[src/rtl/register_bank_pc_pkg.sv]
// Shared constants for the register bank, the bus-1 source multiplexer and the control unit.
package register_bank_pc_pkg;

    localparam int WORD_SIZE   = 8;
    localparam int NUM_GP_REGS = 4;

    // Bus-1 multiplexer channel assignments for the bank's outputs
    localparam logic [2:0] SEL_R0 = 3'd0;
    localparam logic [2:0] SEL_R1 = 3'd1;
    localparam logic [2:0] SEL_R2 = 3'd2;
    localparam logic [2:0] SEL_R3 = 3'd3;
    localparam logic [2:0] SEL_PC = 3'd4;

endpackage

[src/rtl/register_bank_pc_data_register.sv]
// Generic word register with load enable and asynchronous active-low clear.
module data_register
    import register_bank_pc_pkg::*;
#(
    parameter int width = WORD_SIZE
) (
    input  logic             clk,
    input  logic             rst_n,
    input  logic             load,
    input  logic [width-1:0] d,
    output logic [width-1:0] q
);

    logic [width-1:0] r_q;

    // NOTE: sequential state is written with non-blocking assignments so every
    // flop samples pre-edge values regardless of process evaluation order.
    always_ff @(posedge clk or negedge rst_n) begin
        if (!rst_n) begin
            r_q <= '0;
        end else if (load) begin
            r_q <= d;
        end
    end

    assign q = r_q;

endmodule

[src/rtl/register_bank_pc.sv]
// General-purpose registers R0-R3 and the program counter, with wrap pulse and sticky load-conflict flag.
module register_bank_pc
    import register_bank_pc_pkg::*;
#(
    parameter int word_size = WORD_SIZE
) (
    input  logic                 clk,
    input  logic                 rst_n,
    input  logic [word_size-1:0] bus_2,
    input  logic                 load_r0,
    input  logic                 load_r1,
    input  logic                 load_r2,
    input  logic                 load_r3,
    input  logic                 load_pc,
    input  logic                 inc_pc,
    input  logic                 clr_err,
    output logic [word_size-1:0] r0_out,
    output logic [word_size-1:0] r1_out,
    output logic [word_size-1:0] r2_out,
    output logic [word_size-1:0] r3_out,
    output logic [word_size-1:0] pc_out,
    output logic                 pc_wrap,
    output logic                 load_conflict
);

    logic [NUM_GP_REGS-1:0] w_load_req;
    logic [NUM_GP_REGS-1:0] w_load_en;
    logic                   w_conflict;
    logic                   w_conflict_next;
    logic [word_size-1:0]   w_regs [NUM_GP_REGS];

    logic [word_size-1:0]   r_pc;
    logic                   r_pc_wrap;
    logic                   r_load_conflict;

    assign w_load_req = {load_r3, load_r2, load_r1, load_r0};
    assign w_conflict = ($countones(w_load_req) > 1);
    // A conflicting request is dropped entirely rather than partially applied
    assign w_load_en  = w_conflict ? '0 : w_load_req;

    for (genvar i = 0; i < NUM_GP_REGS; i++) begin : g_gp_reg
        data_register #(.width(word_size)) u_reg (
            .clk   (clk),
            .rst_n (rst_n),
            .load  (w_load_en[i]),
            .d     (bus_2),
            .q     (w_regs[i])
        );
    end

    // NOTE: the hold value is assigned first so no path leaves the signal
    // unassigned, which would otherwise infer a latch.
    always_comb begin
        w_conflict_next = r_load_conflict;
        if (w_conflict) begin
            w_conflict_next = 1'b1;
        end else if (clr_err) begin
            w_conflict_next = 1'b0;
        end
    end

    always_ff @(posedge clk or negedge rst_n) begin
        if (!rst_n) begin
            r_pc            <= '0;
            r_pc_wrap       <= 1'b0;
            r_load_conflict <= 1'b0;
        end else begin
            r_pc_wrap       <= 1'b0;
            r_load_conflict <= w_conflict_next;
            if (load_pc) begin
                r_pc <= bus_2;
            end else if (inc_pc) begin
                r_pc      <= r_pc + word_size'(1);
                r_pc_wrap <= &r_pc;
            end
        end
    end

    assign r0_out        = w_regs[SEL_R0];
    assign r1_out        = w_regs[SEL_R1];
    assign r2_out        = w_regs[SEL_R2];
    assign r3_out        = w_regs[SEL_R3];
    assign pc_out        = r_pc;
    assign pc_wrap       = r_pc_wrap;
    assign load_conflict = r_load_conflict;

endmodule

[config.mk]
export PLATFORM = sky130hd
export DESIGN_NAME = register_bank_pc
export DESIGN_NICKNAME = d
export VERILOG_FILES = /design/src/rtl/register_bank_pc_pkg.sv /design/src/rtl/register_bank_pc_data_register.sv /design/src/rtl/register_bank_pc.sv
export SDC_FILE = /design/constraint.sdc
export NUM_CORES = 1
export LEC_CHECK = 0
export ABC_AREA = 1
export CAP_MARGIN = 10
export CORE_MARGIN = 5
export CORE_UTILIZATION = 47
export CTS_BUF_LIST = sky130_fd_sc_hd__clkbuf_4 sky130_fd_sc_hd__clkbuf_8
export DETAILED_ROUTE_END_ITERATION = 12
export GPL_ROUTABILITY_DRIVEN = 0
export MAX_ROUTING_LAYER = met4
export PLACE_DENSITY = 0.88
export SYNTH_ARGS = -nofsm -noshare
export SYNTH_HDL_FRONTEND = slang
export SYNTH_SLANG_ARGS = --single-unit
[constraint.sdc]
create_clock -name clk -period 1.4 [get_ports clk]
set_input_delay 0.21 -clock clk [delete_from_list [all_inputs] [get_ports clk]]
set_output_delay 0.21 -clock clk [all_outputs]
set_load 0.01 [all_outputs]
==> metrics.yaml, run 1 <==
status: "complete, no violations"
synth_top_area_cell: "dfrtp_1"
viasPerCell: 5.23
vias: 1637
hpwl_microns: 3260
crit_type: "in2reg"
yosysSeqAreaShare_pct: 59.7
async_flop_share_pct: 100
synthFlopType: "dfrtp_1"
yosys-top-cells-area: "dfrtp_1, nand2_1, o21ai_0, inv_1, a22oi_1"
p_comb_share_pct: 29.0
syn-num-nets: 205
portBuffers: 58
finalCritPeriodShare_pct: 98.3
ir_drop_v: 0.000830
worstPathRequired_ns: 1.57
initialDrtViolationCount: 103
rr_worst_depth: 6
yosysWarnings: 0
yosys_register_bits: 42
crit_buf_inv: 4
num_antenna_cells: 0
critPathArrivalTime_ns: 1.55
synthCells: 186
drc: 0
rsz0062_at_grt: "true"
grt_util_all_layers_pct: 21.4
cts_tree: "yes"
setup_viol: 0
cts_buffers: 5
antenna_left: 0
hold_violations: 0
hold_end: "g_gp_reg[0].u_reg.q[7]"
cp_slowest_cell: "fa_1"
cts_sinks: 42
grt_overflow: 0
power_switching_share_pct: 30.1
final_max_slew_viol_count: 0
power.density_mw_per_mm2: 1290
die_area_sq_mm: 0.00507
nNetsFinal: 284
netlist_area_sq_mm: 0.00176
path_cells: "buf_8, inv_4, fa_1, inv_2, a21boi_4, buf_12, nand2_8, nand2_1, o21ai_0"
rows: 22
holdPathStages: 5
post-route-min-period_ns: 1.38
clkPwrFrac_pct: 26.6
drv_cap: 0
final_util_pct: 76.8
grt_pass1_wl_microns: 8070
cp-end-kind: "register"
h-tree-depth: 2
seqPwrFrac_pct: 44.4
intPower_mw: 2.52
hp-class: "in2reg"
synth_common_cells: "nand2_1, dfrtp_1, o21ai_0"
switchingPower_mw: 1.08
crit_fanout: 8
reg2reg_to: "pc_out[4]"
netlist.area_leader.share_pct: 59.7
wl_microns: 5180
power_mw: 3.60
wl_per_cell_microns: 16.5
path_delay_family: "adder cells"
p_leak_nw: 1.49
ioPinCount: 59
fp.coreArea_sq_mm: 0.00363
cp-startpoint: "load_r1"
first_global_vias: 1634
finClkSkew_ns: 0.000626
syn_area_per_cell_sq_um: 9.46
yosysMostFrequentCell: "nand2_1"
clockRootBuffer: "clkbuf_8"
timing.rr.start: "pc_out[1]"
cp_slowest_stage_delay_ns: 0.54
initial_utilization_pct: 48.4
min-delay-start: "load_r0"
synthToLayoutAreaGrowth_pct: 58.5
synthDistinctLibCells: 15
layout-drive-gt1-share_pct: 23.0
relSlewSlack_pct: 62.0
clkTransAtPathRegs_ns: 0.08
startpoint_type: "input port"
cts_max_path_buffers: 2
fmax_ghz: 0.727
dieHeight_microns: 71.2
fp.dieW_microns: 71.2
reg2reg_setup_slack_ns: 0.11
antenna_found_initial: 0
worstMarginPinSlew_ns: 0.567
num-fill-cells: 249
grt_max_degree: 23
dr.pass1.iters: 4
synth_edf_count: 0
clock_latency_ns: 0.29
-- through the flow --
stage	area (sq um)	hold slack [ns]	setup TNS (ns)	instances	setup slack [ns]
CTS	2690	0.392	0	312	0.000594
global placement	2420	0.201	-24.14	295	-0.760
detailed placement	2420	0.199	-25.53	295	-0.809
global route	2790	0.386	-0.206	313	-0.0285
floorplan	1780	-0.0856	-2.63	186	-0.0933
finish	2790	0.364	0	313	0.0244
-- per-layer routing --
layer | vias up | wire (microns) | track usage, %
met3 | 11 | 305 | 3.55
met1 | 795 | 2080 | 26.2
li1 | 767 | - | -
met4 | 0 | 90 | 7.72
met2 | 64 | 2710 | 35.4
met5 | - | 0 | -
-- power by group through the flow --
stage,clock network (mW),logic (mW),registers (mW)
6_report,0.958,1.04,1.60
5_1_grt,0.994,1.13,1.63
4_1_cts,0.960,1.01,1.58
3_5_place_dp,0,0.991,1.60
3_3_place_gp,0,0.961,1.60
2_1_floorplan,0,0.281,1.69
-- worst reg2reg max path: cells and delay by family, from the launching register on --
| kind | cells | cell delay (ns) |
|---|---|---|
| and+or+nand+nor | 3 | 0.26 |
| buffers and inverters | 1 | 0.16 |
| adders and majority gates | 1 | 0.21 |
| AOI/OAI and AO/OA | 1 | 0.15 |
| DFF | 1 | 0.39 |
-- state kept, by name, indices dropped and copies added (netlist names) --
register	flops
load_conflict	1
g_gp.u_reg.q	32
pc_out	8
pc_wrap	1
-- cell usage in the layout, fill, tap and decap left out --
master,synthesis,routed
o21bai_1,2,2
dfrtp_2,0,2
a22oi_1,7,7
nand2_4,0,3
o31ai_1,1,1
dlygate4sd3_1,0,1
o21ai_0,35,5
buf_6,4,2
clkbuf_16,0,1
dlymetal6s2s_1,0,12
inv_2,0,2
ha_1,1,1
dlygate4sd2_1,0,29
buf_12,0,1
buf_2,1,1
bufinv_16,0,1
buf_4,0,12
nor2_1,7,7
o211ai_1,1,1
clkdlybuf4s50_1,0,13
a21boi_4,1,1
clkbuf_8,0,6
buf_8,0,1
fa_1,1,1
o21ai_2,0,1
inv_8,0,1
inv_1,20,16
o21ai_1,0,29
nand2_8,0,5
nand2_1,54,30
dfrtp_1,42,40
nand3_1,9,9
inv_4,0,1
nand2_2,0,20
-- final cells by class --
type / count / area [sq um] / area share (%)
flip-flops and latches: 42 / 1050 / 37.8
multi-input cells: 123 / 756 / 27.1
repair buffers: 73 / 722 / 25.9
inverters: 20 / 85.1 / 3.05
clock buffers: 6 / 82.6 / 2.96
well taps: 48 / 60.1 / 2.15
clock inverters: 1 / 30.0 / 1.08
-- timing repair --
item | 4_1_cts | 5_1_grt
hold buffers | 1 | 0
pin swaps | 7 | 13
gates resized for setup | 64 | 53
hold endpoints to repair | 20 | 0
setup endpoints to repair | 62 | 43
gates cloned | 5 | 0
buffers inserted | 4 | 1
-- how the worst max path moves through the flow --
stage | cells after the start | slack, ns | endpoint
global placement | 8 | -0.76 | g_gp_reg[3].u_reg.q[3]
global route | 9 | -0.03 | g_gp_reg[1].u_reg.q[1]
finish | 9 | 0.02 | g_gp_reg[1].u_reg.q[2]
CTS | 1 | 0.0006 | r1_out[5]
floorplan | 8 | -0.09 | g_gp_reg[0].u_reg.q[6]
detailed placement | 8 | -0.81 | g_gp_reg[1].u_reg.q[3]
-- kinds of logic (layout without fill, tap and decap cells) --
kind of cell,after synthesis,in the layout,synth area share (%)
buf+inv,25,100,7.11
flops,42,42,59.7
compound gates,47,47,15.7
simple gates,70,74,15.6
fa+ha+maj,2,2,1.85
Note: power is estimated with default switching activity, not from simulation.
==> inputs of run 2 (changes only) <==
--- a/config.mk
+++ b/config.mk
@@ -7,11 +7,11 @@
 export LEC_CHECK = 0
 export ABC_AREA = 1
 export CAP_MARGIN = 10
-export CORE_MARGIN = 5
 export CORE_UTILIZATION = 47
 export CTS_BUF_LIST = sky130_fd_sc_hd__clkbuf_4 sky130_fd_sc_hd__clkbuf_8
 export DETAILED_ROUTE_END_ITERATION = 12
 export GPL_ROUTABILITY_DRIVEN = 0
+export GPL_TIMING_DRIVEN = 0
 export MAX_ROUTING_LAYER = met4
 export PLACE_DENSITY = 0.88
 export SYNTH_ARGS = -nofsm -noshare
==> metrics.yaml, run 2 (synthesis gave the netlist of run 1 again) <==
viasPerCell: 5.23  # about the same
crit_fanout: 8  # unchanged
cp-end-kind: "register"
grt_overflow: 0  # unchanged
wl_per_cell_microns: 15.1  # -8.9%
fin_area_sq_mm: 0.00267  # -4.4%
fmax_ghz: 0.705  # -3.0%
portBuffers: 57  # -1.7%
cts_tree: "yes"
grt_max_degree: 43  # +87%
critPathArrivalTime_ns: 1.64  # +0.09 ns
synthToLayoutAreaGrowth_pct: 51.6
grt_pass1_wl_microns: 7080  # -12%
intPower_mw: 2.42  # -3.7%
cts_buffers: 5  # unchanged
ioPinCount: 59  # unchanged
die_area_sq_mm: 0.00399  # -21%
setup_viol: 11  # +11
grt_busiest_layer: "met2"
multi_input_area_sq_um: 676  # -11%
crit_buf_inv: 5  # +1
grt_util_all_layers_pct: 24.3  # +3.0 points
nNetsFinal: 279  # -1.8%
use_met3_pct: 7.61  # +4.1 points
cts_max_path_buffers: 2  # unchanged
layout-drive-gt1-share_pct: 18.0  # -5.0 points
post-route-min-period_ns: 1.42  # +0.0432 ns
final_cell_mix: "nand2_1, dfrtp_1, dlygate4sd2_1, o21ai_0, inv_1"
clock_latency_ns: 0.30  # about the same
hold_violations: 0  # unchanged
final_util_pct: 76.9  # +0.16 points
worstMarginPinSlew_ns: 0.906  # +0.339 ns
fin_ws_ns: -0.0188  # -0.0432 ns
startpoint_type: "input port"
status: "complete, but fails checks"
path_delay_family: "adder cells"
crit_type: "in2reg"
seqPwrFrac_pct: 45.2  # +0.8 points
antenna_left: 0  # unchanged
first_global_vias: 1465  # -10%
switchingPower_mw: 1.06  # -2.2%
finalCritPeriodShare_pct: 101  # +3.1 points
cp_slowest_cell: "fa_1"
rows: 21  # -4.5%
ir_drop_v: 0.000773  # -6.9%
h-tree-depth: 2  # unchanged
num-fill-cells: 256  # +2.8%
drv_cap: 0  # unchanged
gr-usage-met1_pct: 30.6  # +4.3 points
cp_slowest_stage_delay_ns: 0.55  # about the same
vias: 1607  # -1.8%
cts_sinks: 42  # unchanged
final_common_cell: "nand2_1"
power_mw: 3.48  # -3.2%
p_leak_nw: 1.39  # -6.8%
relSlewSlack_pct: 39.6  # -22 points
fp.coreArea_sq_mm: 0.00347  # -4.5%
power.density_mw_per_mm2: 1310  # +1.2%
rsz0062_at_grt: "true"
hold_buffers: 0  # -1
post-place-ws_ns: -0.878  # -0.0689 ns
initial_utilization_pct: 50.7  # +2.3 points
path_cells: "buf_8, inv_4, fa_1, inv_2, a21boi_4, buf_12, nand2_8, buf_4, o21ai_0"
seq_area_sq_mm: 0.00105  # unchanged
final.setup.tns_ns: -0.0862  # -0.0862 ns
hp-class: "in2async"
power_switching_share_pct: 30.4  # +0.32 points
dieHeight_microns: 63.2  # -11%
clockRootBuffer: "clkbuf_8"
p_comb_share_pct: 27.7  # -1.3 points
fp.dieW_microns: 63.2  # -11%
worstPathRequired_ns: 1.63  # +0.06 ns
violations: "negative setup slack"
clkPwrFrac_pct: 27.1  # +0.5 points
dpl-instance-area_sq_mm: 0.00240  # -0.93%
largest_reg_flops: 32  # unchanged
hpwl_microns: 2960  # -9.3%
wl_microns: 4630  # -11%
num_antenna_cells: 0  # unchanged
initialDrtViolationCount: 75  # -27%
dr.pass1.iters: 4  # unchanged
final_max_slew_viol_count: 0  # unchanged
antenna_found_initial: 0  # unchanged
grt_use_met2_pct: 36.4  # +1.0 points
drc: 0  # unchanged
finClkSkew_ns: 0.00150  # +0.000875 ns
clkTransAtPathRegs_ns: 0.08  # about the same
run 2: changes by cell type in the layout (fill, tap and decap cells not counted), moves of 2 or more:
cell | previous run | this run
o21ai_0 | 5 | 17
buf_6 | 2 | 7
nand2_4 | 3 | 0
nand2_1 | 30 | 45
clkinv_2 | 0 | 2
dlygate4sd2_1 | 29 | 38
o21ai_2 | 1 | 4
o21ai_1 | 29 | 14
buf_2 | 1 | 3
nand2_2 | 20 | 5
buf_4 | 12 | 6
dlymetal6s2s_1 | 12 | 4
clkdlybuf4s50_1 | 13 | 11
run 2: power by group through the flow:
| stage | registers (mW) | logic, mW | clock network (mW) |
|---|---|---|---|
| after global placement | 1.60 | 0.953 | 0 |
| after detailed placement | 1.60 | 0.975 | 0 |
| final | 1.57 | 0.964 | 0.945 |
| after floorplan | 1.69 | 0.281 | 0 |
| after CTS | 1.57 | 0.898 | 0.951 |
| after global routing | 1.61 | 1.04 | 1.00 |
run 2: area by class of cell:
| class | instances | share of cell area (%) |
|---|---|---|
| repair buffers | 67 | 23.9 |
| well taps | 46 | 2.16 |
| inverters | 20 | 3.19 |
| clock buffers | 5 | 2.58 |
| multi-input cells | 119 | 25.3 |
| clock inverters | 3 | 1.50 |
| flip-flops and latches | 42 | 39.5 |
| plain buffers | 5 | 1.88 |
run 2: final timing paths:
kind	startpoint	end	slack, ns	depth (start not counted)
worst max-delay path	load_r0	g_gp_reg[1].u_reg.q[3]	-0.02	9
min in group clk	load_r1	g_gp_reg[1].u_reg.q[0]	0.21	4
max in group asynchronous	rst_n	pc_out[2]	0.75	1
worst min-delay path	rst_n	pc_out[5]	0.04	1
worst max register to register	pc_out[0]	pc_out[4]	0.04	6
worst min register to register	g_gp_reg[2].u_reg.q[0]	g_gp_reg[2].u_reg.q[0]	0.49	2
run 2: what timing repair did:
action                                  CTS  global route
setup buffers                             5             1
endpoints found under the setup margin   71            26
pin swaps                                 2             3
resized for setup                        62            39
gates cloned                              1             3
run 2: worst register-to-register path, cell delays in order, from the launching register on:
cell	delay (ns)
dfrtp_1	0.40
buf_4	0.16
ha_1	0.22
nand3_1	0.16
nor2_1	0.06
o21ai_0	0.18
nand2_1	0.07
run 2: stage by stage:
| stage | instances | hold WS, ns |
|---|---|---|
| after floorplan | 186 | -0.0856 |
| after global placement | 289 | 0.465 |
| after detailed placement | 289 | 0.384 |
| after CTS | 303 | 0.0580 |
| after global routing | 307 | 0.108 |
| final | 307 | 0.0360 |
run 2: layer usage:
| layer | share of wire, % | routed length, microns |
|---|---|---|
| met1 | 43 | 1980 |
| met2 | 47 | 2200 |
| met3 | 7.5 | 349 |
| met4 | 2.2 | 102 |
| met5 | 0 | 0 |
